$ cat src/rtl/switch_cfg_pkg.sv
// Shared types and register map for the switch configuration responder.
package switch_cfg_pkg;

  typedef enum logic [1:0] {IDLE, EXEC, WAIT_REL} cfg_state_t;

  localparam logic [7:0] CFG_PORT_BASE = 8'h00;
  localparam logic [7:0] CFG_CTRL_ADDR = 8'h10;
  localparam logic [7:0] CFG_LOCK_ADDR = 8'h11;
  localparam logic [7:0] CFG_ERR_ADDR  = 8'h20;
  localparam logic [7:0] CFG_LOCK_KEY  = 8'hA5;

endpackage

$ cat src/rtl/switch_cfg_regs_bank.sv
// Register array, address decode, saturating error counter and optional lock.
// Optional lock register is built only when MEM_CFG_LOCK_EN is defined.
module cfg_reg_bank
  import switch_cfg_pkg::*;
#(
  parameter int         NUM_PORTS    = 4,
  parameter logic [7:0] PORT_RST_VAL = 8'h00
) (
  input  logic                   clk,
  input  logic                   rst,
  input  logic                   we,
  input  logic                   err_inc,
  input  logic [7:0]             addr,
  input  logic [7:0]             wdata,
  output logic [7:0]             rdata,
  output logic                   err,
  output logic [NUM_PORTS*8-1:0] port_addr,
  output logic                   sw_enable
);

  logic [7:0] port_regs [NUM_PORTS];
  logic [7:0] err_cnt;
  logic [7:0] port_off;
  logic       port_hit;
  logic       ctrl_hit;
  logic       err_hit;
  logic       lock_hit;
  logic       locked;

  assign port_off = addr - CFG_PORT_BASE;
  assign port_hit = (port_off < 8'(NUM_PORTS));
  assign ctrl_hit = (addr == CFG_CTRL_ADDR);
  assign err_hit  = (addr == CFG_ERR_ADDR);

`ifdef MEM_CFG_LOCK_EN
  assign lock_hit = (addr == CFG_LOCK_ADDR);

  always_ff @(posedge clk) begin
    if (rst)
      locked <= 1'b0;
    else if (we && lock_hit && (wdata == CFG_LOCK_KEY))
      locked <= 1'b1;
  end
`else
  assign lock_hit = 1'b0;
  assign locked   = 1'b0;
`endif

  // Unmapped accesses, writes to the read-only counter and writes blocked by the lock are errors.
  assign err = ~(port_hit | ctrl_hit | err_hit | lock_hit)
             | (we & err_hit)
             | (we & locked & (port_hit | ctrl_hit));

  always_ff @(posedge clk) begin
    if (rst) begin
      for (int i = 0; i < NUM_PORTS; i++)
        port_regs[i] <= PORT_RST_VAL;
      sw_enable <= 1'b0;
    end else if (we && !locked) begin
      for (int i = 0; i < NUM_PORTS; i++)
        if (port_off == 8'(i))
          port_regs[i] <= wdata;
      if (ctrl_hit)
        sw_enable <= wdata[0];
    end
  end

  always_ff @(posedge clk) begin
    if (rst)
      err_cnt <= 8'h00;
    else if (err_inc && (err_cnt != 8'hFF))
      err_cnt <= err_cnt + 8'h01;
  end

  always_comb begin
    rdata = 8'h00;
    for (int i = 0; i < NUM_PORTS; i++)
      if (port_off == 8'(i))
        rdata = port_regs[i];
    if (ctrl_hit)
      rdata = {7'b0, sw_enable};
    if (err_hit)
      rdata = err_cnt;
    if (lock_hit)
      rdata = {7'b0, locked};
  end

  for (genvar g = 0; g < NUM_PORTS; g++) begin : g_port
    assign port_addr[8*g +: 8] = port_regs[g];
  end

endmodule

$ cat src/rtl/switch_cfg_regs.sv
// Memory-interface responder: request capture and ack handshake around cfg_reg_bank.
// Define MEM_CFG_LOCK_EN to add the write-lock register at 0x11.
module switch_cfg_regs
  import switch_cfg_pkg::*;
#(
  parameter int         NUM_PORTS    = 4,
  parameter logic [7:0] PORT_RST_VAL = 8'h00
) (
  input  logic                   clk,
  input  logic                   rst,
  input  logic                   mem_sel_en,
  input  logic [7:0]             mem_addr,
  input  logic [7:0]             mem_wr_data,
  input  logic                   mem_wr_rd_s,
  output logic [7:0]             mem_rd_data,
  output logic                   mem_ack,
  output logic [NUM_PORTS*8-1:0] port_addr_o,
  output logic                   sw_enable_o
);

  cfg_state_t state;
  logic [7:0] req_addr;
  logic [7:0] req_data;
  logic       req_wr;
  logic [7:0] bank_rdata;
  logic       bank_err;
  logic       exec_now;

  // Writes and error counting commit only in the EXEC cycle, alongside the ack.
  assign exec_now = (state == EXEC);

  cfg_reg_bank #(
    .NUM_PORTS    (NUM_PORTS),
    .PORT_RST_VAL (PORT_RST_VAL)
  ) u_bank (
    .clk       (clk),
    .rst       (rst),
    .we        (exec_now & req_wr),
    .err_inc   (exec_now & bank_err),
    .addr      (req_addr),
    .wdata     (req_data),
    .rdata     (bank_rdata),
    .err       (bank_err),
    .port_addr (port_addr_o),
    .sw_enable (sw_enable_o)
  );

  always_ff @(posedge clk) begin
    if (rst) begin
      state       <= IDLE;
      mem_ack     <= 1'b0;
      mem_rd_data <= 8'h00;
      req_addr    <= 8'h00;
      req_data    <= 8'h00;
      req_wr      <= 1'b0;
    end else begin
      case (state)
        IDLE: begin
          mem_ack <= 1'b0;
          if (mem_sel_en) begin
            req_addr <= mem_addr;
            req_data <= mem_wr_data;
            req_wr   <= mem_wr_rd_s;
            state    <= EXEC;
          end
        end
        EXEC: begin
          mem_ack <= 1'b1;
          if (!req_wr)
            mem_rd_data <= bank_rdata;
          state <= WAIT_REL;
        end
        WAIT_REL: begin
          // The master must drop sel_en before another access is accepted.
          mem_ack <= 1'b0;
          if (!mem_sel_en)
            state <= IDLE;
        end
        default: begin
          mem_ack <= 1'b0;
          state   <= IDLE;
        end
      endcase
    end
  end

endmodule

$ cat config.mk
export PLATFORM = sky130hd
export DESIGN_NAME = switch_cfg_regs
export DESIGN_NICKNAME = d
export VERILOG_FILES = /design/src/rtl/switch_cfg_pkg.sv /design/src/rtl/switch_cfg_regs_bank.sv /design/src/rtl/switch_cfg_regs.sv
export SDC_FILE = /design/constraint.sdc
export NUM_CORES = 1
export LEC_CHECK = 0
export CAP_MARGIN = 10
export CORE_UTILIZATION = 55
export DETAILED_ROUTE_END_ITERATION = 12
export GPL_TIMING_DRIVEN = 0
export PLACE_DENSITY = 0.83
export SYNTH_ARGS = -nofsm -noshare
export SYNTH_HDL_FRONTEND = slang
export SYNTH_SLANG_ARGS = --single-unit
$ cat constraint.sdc
create_clock -name clk -period 6.4 [get_ports clk]
set_clock_uncertainty 0.1 [all_clocks]
set_input_delay 1.28 -clock clk [delete_from_list [all_inputs] [get_ports clk]]
set_output_delay 1.28 -clock clk [all_outputs]
set_load 0.02 [all_outputs]
Yosys cells after proc, flatten, opt, wreduce, memory -nomap -nowiden. Memories as Yosys holds them, arrays and structs flattened. Cells that the tools add are included.

Add/sub/neg operators: 1. Multipliers: 0. Div/mod/pow operators: 0. $lt $le $gt $ge: 1. Eq/ne operators: 10. Shift operators: 0. Muxes and demuxes: 32. Bitwise gates (word level): 12. Reduce and logical (&&, ||, !) cells: 7.

Operator list (count): 2-to-1 mux 8 bit (10); 2-to-1 mux 1 bit (19); equality test 8 x 2 -> 1 bit (second input constant) (2); adder 8 x 1 -> 8 bit (second input constant) (1); equality test 8 x 1 -> 1 bit (second input constant) (1); equality test 8 x 5 -> 1 bit (second input constant) (1); equality test 8 x 6 -> 1 bit (second input constant) (1); zero test 8 bit (1); less-than comparator 8 x 3 -> 1 bit (second input constant) (1); inequality test 8 bit (second input constant) (1); AND reduction 2 bit (4); bitwise OR 1 bit (7); case mux 2 bit (3 select lines) (1); 2-to-1 mux 2 bit (2); inequality test 2 bit (second input constant) (2); AND 1 bit (3); equality test 2 x 1 -> 1 bit (second input constant) (1); equality test 2 bit (second input constant) (1); zero test 2 bit (1); NOT 1 bit (2); logical AND 1 bit (1).

Register bits: 37. Bits in latches: 0. Bits in writable memories: 32. Memory bits (read-only): 0. Bits of input ports: 20. Output and inout port bits: 42. Word-level logic and storage cells: 72. Memories kept: 1.

Memory list: u_bank.port_regs (depth 4, bits a word 8, read ports 4, clocked after memory_dff 0, write ports 4, line switch_cfg_regs_bank.sv:21) `logic [7:0] port_regs [NUM_PORTS];`.

Logic depth before layout (Yosys ltp). Gate-level depths: netlist of run 1.

Depth after elaboration: 7. Mapped depth: 7. Mapped depth without buffers: 6.

Hierarchy. A second synthesis of run 1 with hierarchy kept.

Cells, all modules: 284. Area, all modules: 3354.5 um^2.

By module, submodules not included: cfg_reg_bank (instances 1, cells an instance 162, area an instance 2108.3 um^2, sequential area each 1141.1 um^2); switch_cfg_regs (instances 1, cells an instance 122, area an instance 1246.2 um^2, sequential area each 560.5 um^2).

Least setup slack after synthesis of run 1. Ideal clock, no wire load.

Kind: in2reg. From: input port rst. To: memory u_bank.port_regs[0][0], enable pin. Library setup time: 0.375 ns. Arrival time: 2.334 ns. Required time: 5.925 ns. Setup slack: 3.592 ns. Cell stages on the path: 3. Path buffers: 2. Cells stage by stage: clkbuf_1 -> clkbuf_1 -> o21bai_1.

RTL lines: from (decl) (line switch_cfg_regs.sv:10) `input logic rst,`; to (decl) (line switch_cfg_regs_bank.sv:21).

Worst setup path in the final report of run 1.
From: input port mem_sel_en. To: register req_addr[0].

Cells in the longest elaborated chain, start to end: 1.

Ends and longest elaborated chain: from (decl) (line switch_cfg_regs.sv:11) `input logic mem_sel_en,`; AND reduction 2 bit (no line); to (signal assigned) (line switch_cfg_regs.sv:61) `req_addr <= mem_addr;`; to (decl) (line switch_cfg_regs.sv:22) `logic [7:0] req_addr;`.

No other way between the ends. A chain may end at the register's enable or synchronous reset.

==> results.md, run 1 <==
- Sequential Power Share: 47.1%
- Final ANT Viol Nets: 0
- Overflow after GRT: 0
- Synth top area share: 31.6%
- Outcome: finished clean
- Syn_area_per_cell: 11.1 um^2
- Dominant synthesized flop cell: dfxtp_1
- Number of setup buffers added after CTS: 0
- GR peak layer: met2
- Finished Layout Cells: 420
- Synth Register Bits: 69
- Fin. Hold Viols: 0
- M2 GR Usage: 39.9%
- Final core utilization: 76.4%
- Synth top area cells: edfxtp_1 (32%), dfxtp_1 (24%), and2_1 (6.8%), mux4_2 (5.2%), nand2_1 (4.4%)
- I/O pin count: 62
- R2R cell count: 4
- Part of the cycle the worst path needs: 45.4%
- R2r setup slk: 3.58 ns
- Combinational share of power: 12.1%
- Sw Pwr: 0.251 mW
- Clk buf depth: 2
- RSZ-0062 raised after global routing: no
- Placed instance count: 404
- FP Rows: 26
- WHS Path Cells: 2
- Async set or reset register ratio after synthesis: 0%
- Vias in the first global route: 2181
- Largest net degree at the start of global routing: 13
- Final Slew Violations: 0
- Initial antenna violation count: 0
- Vias: 2296
- Share of layout cells above drive strength 1: 10.3%
- Multi-input logic area: 1270 um^2
- Fillers: 361
- Wire length per cell: 15.9 um
- Distinct cells, synth: 42
- Switch share: 23.8%
- Worst-Skew Late Latency: 0.34 ns
- Reg-to-Reg End: u_bank.port_regs[3][0]
- Via density: 5.47
- Worst path cell trace: clkdlybuf4s50_1 > nor3b_1 > clkbuf_1 > nand2_1 > a21oi_1
- Int Pwr: 0.802 mW
- Synth cell count leaders: dfxtp_1 (37), nand2_1 (36), and2_1 (33)
- Arrival time at the worst endpoint: 3.08 ns
- Reg clk slew, reported paths: 0.07 ns
- Initial core utilization: 58.3%
- Final WS setup: 3.50 ns
- Post-DP HPWL: 4790 um
- Die area: 5820 um^2
- # DRC: 0
- Met3 usage: 5.75%
- Post-layout min period: 2.90 ns
- Total track usage: 24.9%
- Clock H-tree levels: 3
- Starting DRT DRC Count: 159
- Setup TNS Final: 0 ns
- CTS Buf Count: 9
- Rel. slew slack: 34.9%
- Hold Crit Class: reg2reg
- Area of the mapped netlist: 3040 um^2
- Synth Instances: 274
- FF/Latch Area: 1700 um^2
- Largest family of logic cells by synthesized area: simple AND/OR/NAND/NOR gates
- Clk sinks: 69
- Synth area leader: edfxtp_1
- Slowest CP cell: nor3b_1
- Count leader, synth: dfxtp_1
- Final setup viols: 0
- Worst-path fanout max: 10
- PostCTS Resize Cnt: 0
- Compound-Gate Fraction of Synth Area: 10.1%
- Hold_buf cts: 0
- Die width: 76.3 um
- Clk pwr share: 40.8%
- Core footprint: 5200 um^2
- Met1 Resource Use GR: 33.0%
- Clock Tree Root: clkbuf_8
- Routability cong.: 0.929
- Hold path startpoint: req_addr[3]
- Dpl ws: 3.13 ns
- Critical path type: in2reg
- Hold EP: req_addr[3]
- Number of synthesized flops with an enable pin: 32
- Post-synthesis mux area share: 6.22%
- Chip Height: 76.3 um
- PortBufs: 60
- Worst slew pin tran: 0.975 ns
- Hold slack: 0.377 ns
- Max-Cap Viols: 0
- CP startpoint kind: primary input
- Critical path endpoint category: flop
- Global-route wire length before repair: 11000 um
- Sequential area share after synthesis: 56.0%
- Max Fclk: 344 MHz
- Syn Nets: 295
- Final net count: 366
- Synth-to-layout area growth: 31.0%
- Drt first pass iters: 4
- Simple-gate share of the synthesized area: 23.7%
- Final wirelength: 6670 um
- Leakage: 1.42 nW
- Pwr dens: 265 nW/um^2
- Worst Path Required: 6.57 ns
- CTS tree: done
- CP max stage delay: 0.66 ns
- Worst vdd ir: 198 uV
- Synth Warn #: 0
- Worst r2r src: req_addr[3]
- Adder-Cell Fraction of Synth Area: 0.412%
- Xor/xnor share of the synthesized area: 1.44%
- Antenna fix cells: 0
-- how the worst max path moves through the flow --
| stage | startpoint | endpoint | slack [ns] |
|---|---|---|---|
| floorplan | rst | u_bank.port_regs[0][0] | 3.59 |
| global placement | mem_sel_en | req_data[5] | 3.16 |
| detailed placement | mem_sel_en | req_addr[0] | 3.13 |
| CTS | mem_sel_en | req_addr[0] | 3.47 |
| global route | mem_sel_en | req_addr[0] | 3.28 |
| finish | mem_sel_en | req_addr[0] | 3.50 |
-- power by group through the flow --
stage	clock [mW]	sequential, mW	combinational (mW)
2_1_floorplan	0	0.515	0.0639
3_3_place_gp	0	0.504	0.125
3_5_place_dp	0	0.505	0.127
4_1_cts	0.433	0.495	0.128
5_1_grt	0.449	0.498	0.139
6_report	0.430	0.495	0.128
-- layer usage --
layer,part of all wire [%],up-vias
li1,-,1122
met1,43,1080
met2,50,84
met3,5.4,10
met4,1.8,0
met5,0,-
-- through the flow --
| stage | power [mW] | area, um^2 |
|---|---|---|
| finish | 1.05 | 3980 |
| global route | 1.09 | 3980 |
| CTS | 1.06 | 3980 |
| detailed placement | 0.632 | 3720 |
| global placement | 0.629 | 3720 |
| floorplan | 0.579 | 3040 |
-- worst max-delay path: cells and delay by family --
kind,cells,cell delay [ns]
AOI/OAI and AO/OA,1,0.14
buffers and inverters,2,0.89
and+or+nand+nor,2,0.77
-- layout by cell type, fill, tap and decap left out, types with 2 or more instances in the layout --
master,instances
and3_1,3
inv_1,3
and2_1,33
o21bai_1,4
xnor2_1,5
mux2i_1,2
nor4_1,3
nor2b_1,3
nand4_1,2
nor3_1,3
edfxtp_1,32
clkdlybuf4s50_1,60
nor2_1,20
dfxtp_1,37
nand2b_1,3
a22oi_1,7
clkbuf_1,12
clkbuf_8,11
nand2_1,36
a211oi_1,7
nor3b_1,3
nand3_1,3
bufinv_16,2
mux4_2,7
nor3_4,5
a21oi_1,22
-- cell families (layout without fill, tap and decap cells) --
family	count (synthesis)	in the layout
simple gates	125	125
compound gates	47	47
xor+xnor	5	5
mux	10	10
flops	69	69
fa+ha+maj	1	1
buf+inv	17	93
-- final cells by class --
class	instances	area share, %
plain buffers	14	1.35
clock buffers	12	4.44
clock inverters	4	1.92
inverters	3	0.283
multi-input cells	188	31.9
flip-flops and latches	69	42.8
well taps	70	2.20
repair buffers	60	15.1
-- flip-flops by register name, summed over array words and instances, names as in the netlist --
name and count:
mem_ack 1, mem_rd_data 8, req_addr 8, req_data 8, req_wr 1, state 2
u_bank.err_cnt 8, u_bank.port_regs 32, u_bank.sw_enable 1
Power figures use the tool's default switching activity.
==> run 2: changes to the inputs <==
- CORE_UTILIZATION: 55 -> 51
- PLACE_DENSITY: 0.83 -> 0.77
- clock period: 6.4 -> 3 ns (I/O delays scaled with it)
==> run 2 against run 1 <==
Effect of this change: clock power grew 120%; cell area barely moved; critical path type is now reg2reg; highest routed layer unchanged; largest cell class unchanged; first-iteration DRC count shrank 19%; via count rose by 0.96%; non-clock buffer count unchanged.
==> results.md, run 2 (synthesis gave the netlist of run 1 again) <==
- Outcome: finished clean
- Delay-heaviest family, CP: simple AND/OR/NAND/NOR gates
- # DRC: 0 (unchanged)
- Share of layout cells above drive strength 1: 10.0% (-0.29 points)
- Fin. Hold Viols: 0 (unchanged)
- Max Fclk: 365 MHz
- Initial core utilization: 54.1% (-4.2 points)
- Clock Tree Root: clkbuf_8
- Die width: 79.2 um (+3.7%)
- Via density: 5.49 (+0.48%)
- Post-layout min period: 2.74 ns
- Global-route wire length before repair: 11200 um (+1.8%)
- Number of setup buffers added after CTS: 0 (unchanged)
- Final core utilization: 70.9% (-5.5 points)
- Critical path type: reg2reg
- Final net count: 366 (unchanged)
- CP startpoint kind: flop
- Multi-input logic area: 1270 um^2 (unchanged)
- Reg clk slew, reported paths: 0.07 ns (about the same)
- Rel. slew slack: 38.9% (+4.1 points)
- Overflow after GRT: 0 (unchanged)
- Biggest register: u_bank.port_regs
- Largest net degree at the start of global routing: 13 (unchanged)
- Met3 usage: 6.90% (+1.1 points)
- Post-DP HPWL: 5000 um (+4.4%)
- Synth-to-layout area growth: 30.9% (about the same)
- Arrival time at the worst endpoint: 2.62 ns (-0.46 ns)
- Worst vdd ir: 383 uV (+94%)
- Die area: 6270 um^2 (+7.6%)
- Leakage: 1.42 nW (-0.27%)
- Wire length per cell: 16.9 um (+6.2%)
- Commonest cells after routing, fill and taps aside: clkdlybuf4s50_1 (60), dfxtp_1 (37), nand2_1 (36)
- Max-Cap Viols: 0 (unchanged)
- Antenna fix cells: 0 (unchanged)
- Total track usage: 24.3% (-0.54 points)
- Worst-Skew Late Latency: 0.35 ns (about the same)
- Bufs and invs on worst path: 0 (-2)
- Drt first pass iters: 4 (unchanged)
- Vias in the first global route: 2165 (-0.73%)
- Core footprint: 5610 um^2 (+7.7%)
- Critical path endpoint category: flop
- PortBufs: 60 (unchanged)
- Routability cong.: 0.872 (-6.1%)
- PostCTS Resize Cnt: 0 (unchanged)
- Hold Crit Class: reg2reg
- Pwr dens: 569 nW/um^2 (+110%)
- Largest register FFs: 32 (unchanged)
- FF/Latch Area: 1700 um^2 (unchanged)
- Final Slew Violations: 0 (unchanged)
- Hold_buf cts: 0 (unchanged)
- Met1 Resource Use GR: 31.5% (-1.5 points)
- Final ANT Viol Nets: 0 (unchanged)
- Chip Height: 79.2 um (+3.7%)
- Worst Path Required: 2.88 ns (-3.69 ns)
- Vias: 2318 (+0.96%)
- Slowest CP cell: o21bai_1
- Clk sinks: 69 (unchanged)
- Final wirelength: 7110 um (+6.7%)
- Part of the cycle the worst path needs: 91.3%
- M2 GR Usage: 39.7% (-0.17 points)
- Worst-path fanout max: 8 (-2)
- Tot Pwr: 2.26 mW (+110%)
- Fillers: 429 (+19%)
- Initial antenna violation count: 0 (unchanged)
- Final setup viols: 0 (unchanged)
- RSZ-0062 raised after global routing: no
- Commonest non-fill, non-tap cell in the layout: clkdlybuf4s50_1
- FP Rows: 27 (+3.8%)
- Worst slew pin tran: 0.914 ns (-0.0609 ns)
- Starting DRT DRC Count: 128 (-19%)
- Setup TNS Final: 0 ns (unchanged)
- Worst path cell trace: or4_4 > nor3_4 > nand3_4 > o21bai_1
- I/O pin count: 62 (unchanged)
- GR peak layer: met2
- CP max stage delay: 0.78 ns (+0.12 ns)
- Clk buf depth: 2 (unchanged)
- Clock H-tree levels: 3 (unchanged)
- CTS tree: done
- CTS Buf Count: 9 (unchanged)
run 2: power breakdown:
group	leakage, nW	internal, mW	switching, mW
sequential	0.633	1.02	0.0336
combinational	0.665	0.122	0.153
clock	0.120	0.573	0.355
total	1.42	1.72	0.542
run 2: worst min-delay path, delay by kind of cell (launching register included):
kind	cells	cell delay (ns)
AOI/OAI and AO/OA	1	0.06
DFF	1	0.32
and+or+nand+nor	1	0.06
run 2: metrics by stage:
stage	std cells	worst slack, ns	hold slack (ns)	area [um^2]
after detailed placement	406	0.250	0.369	3730
after global routing	422	0.146	0.413	3980
after global placement	406	0.292	0.356	3730
final	422	0.262	0.381	3980
after CTS	422	0.245	0.380	3980
after floorplan	274	0.687	0.348	3040
run 2: cell type report:
class | count | area share, %
repair buffers | 60 | 15.1
multi-input cells | 188 | 31.9
flip-flops and latches | 69 | 42.8
clock inverters | 6 | 2.77
plain buffers | 14 | 1.35
inverters | 3 | 0.283
well taps | 72 | 2.27
clock buffers | 10 | 3.46
run 2: final timing paths:
| path | end | cells after the start | slack [ns] | from |
|---|---|---|---|---|
| hold reg to reg | req_addr[2] | 2 | 0.38 | req_addr[2] |
| hold / removal | req_addr[2] | 2 | 0.38 | req_addr[2] |
| setup reg to reg | u_bank.port_regs[2][6] | 4 | 0.26 | req_addr[3] |
| setup / recovery | u_bank.port_regs[2][6] | 4 | 0.26 | req_addr[3] |
run 2: layer usage:
metal,vias up,share of wire [%]
met5,-,0
met4,0,1.2
met3,7,8.7
met2,100,48
met1,1088,42
li1,1123,-
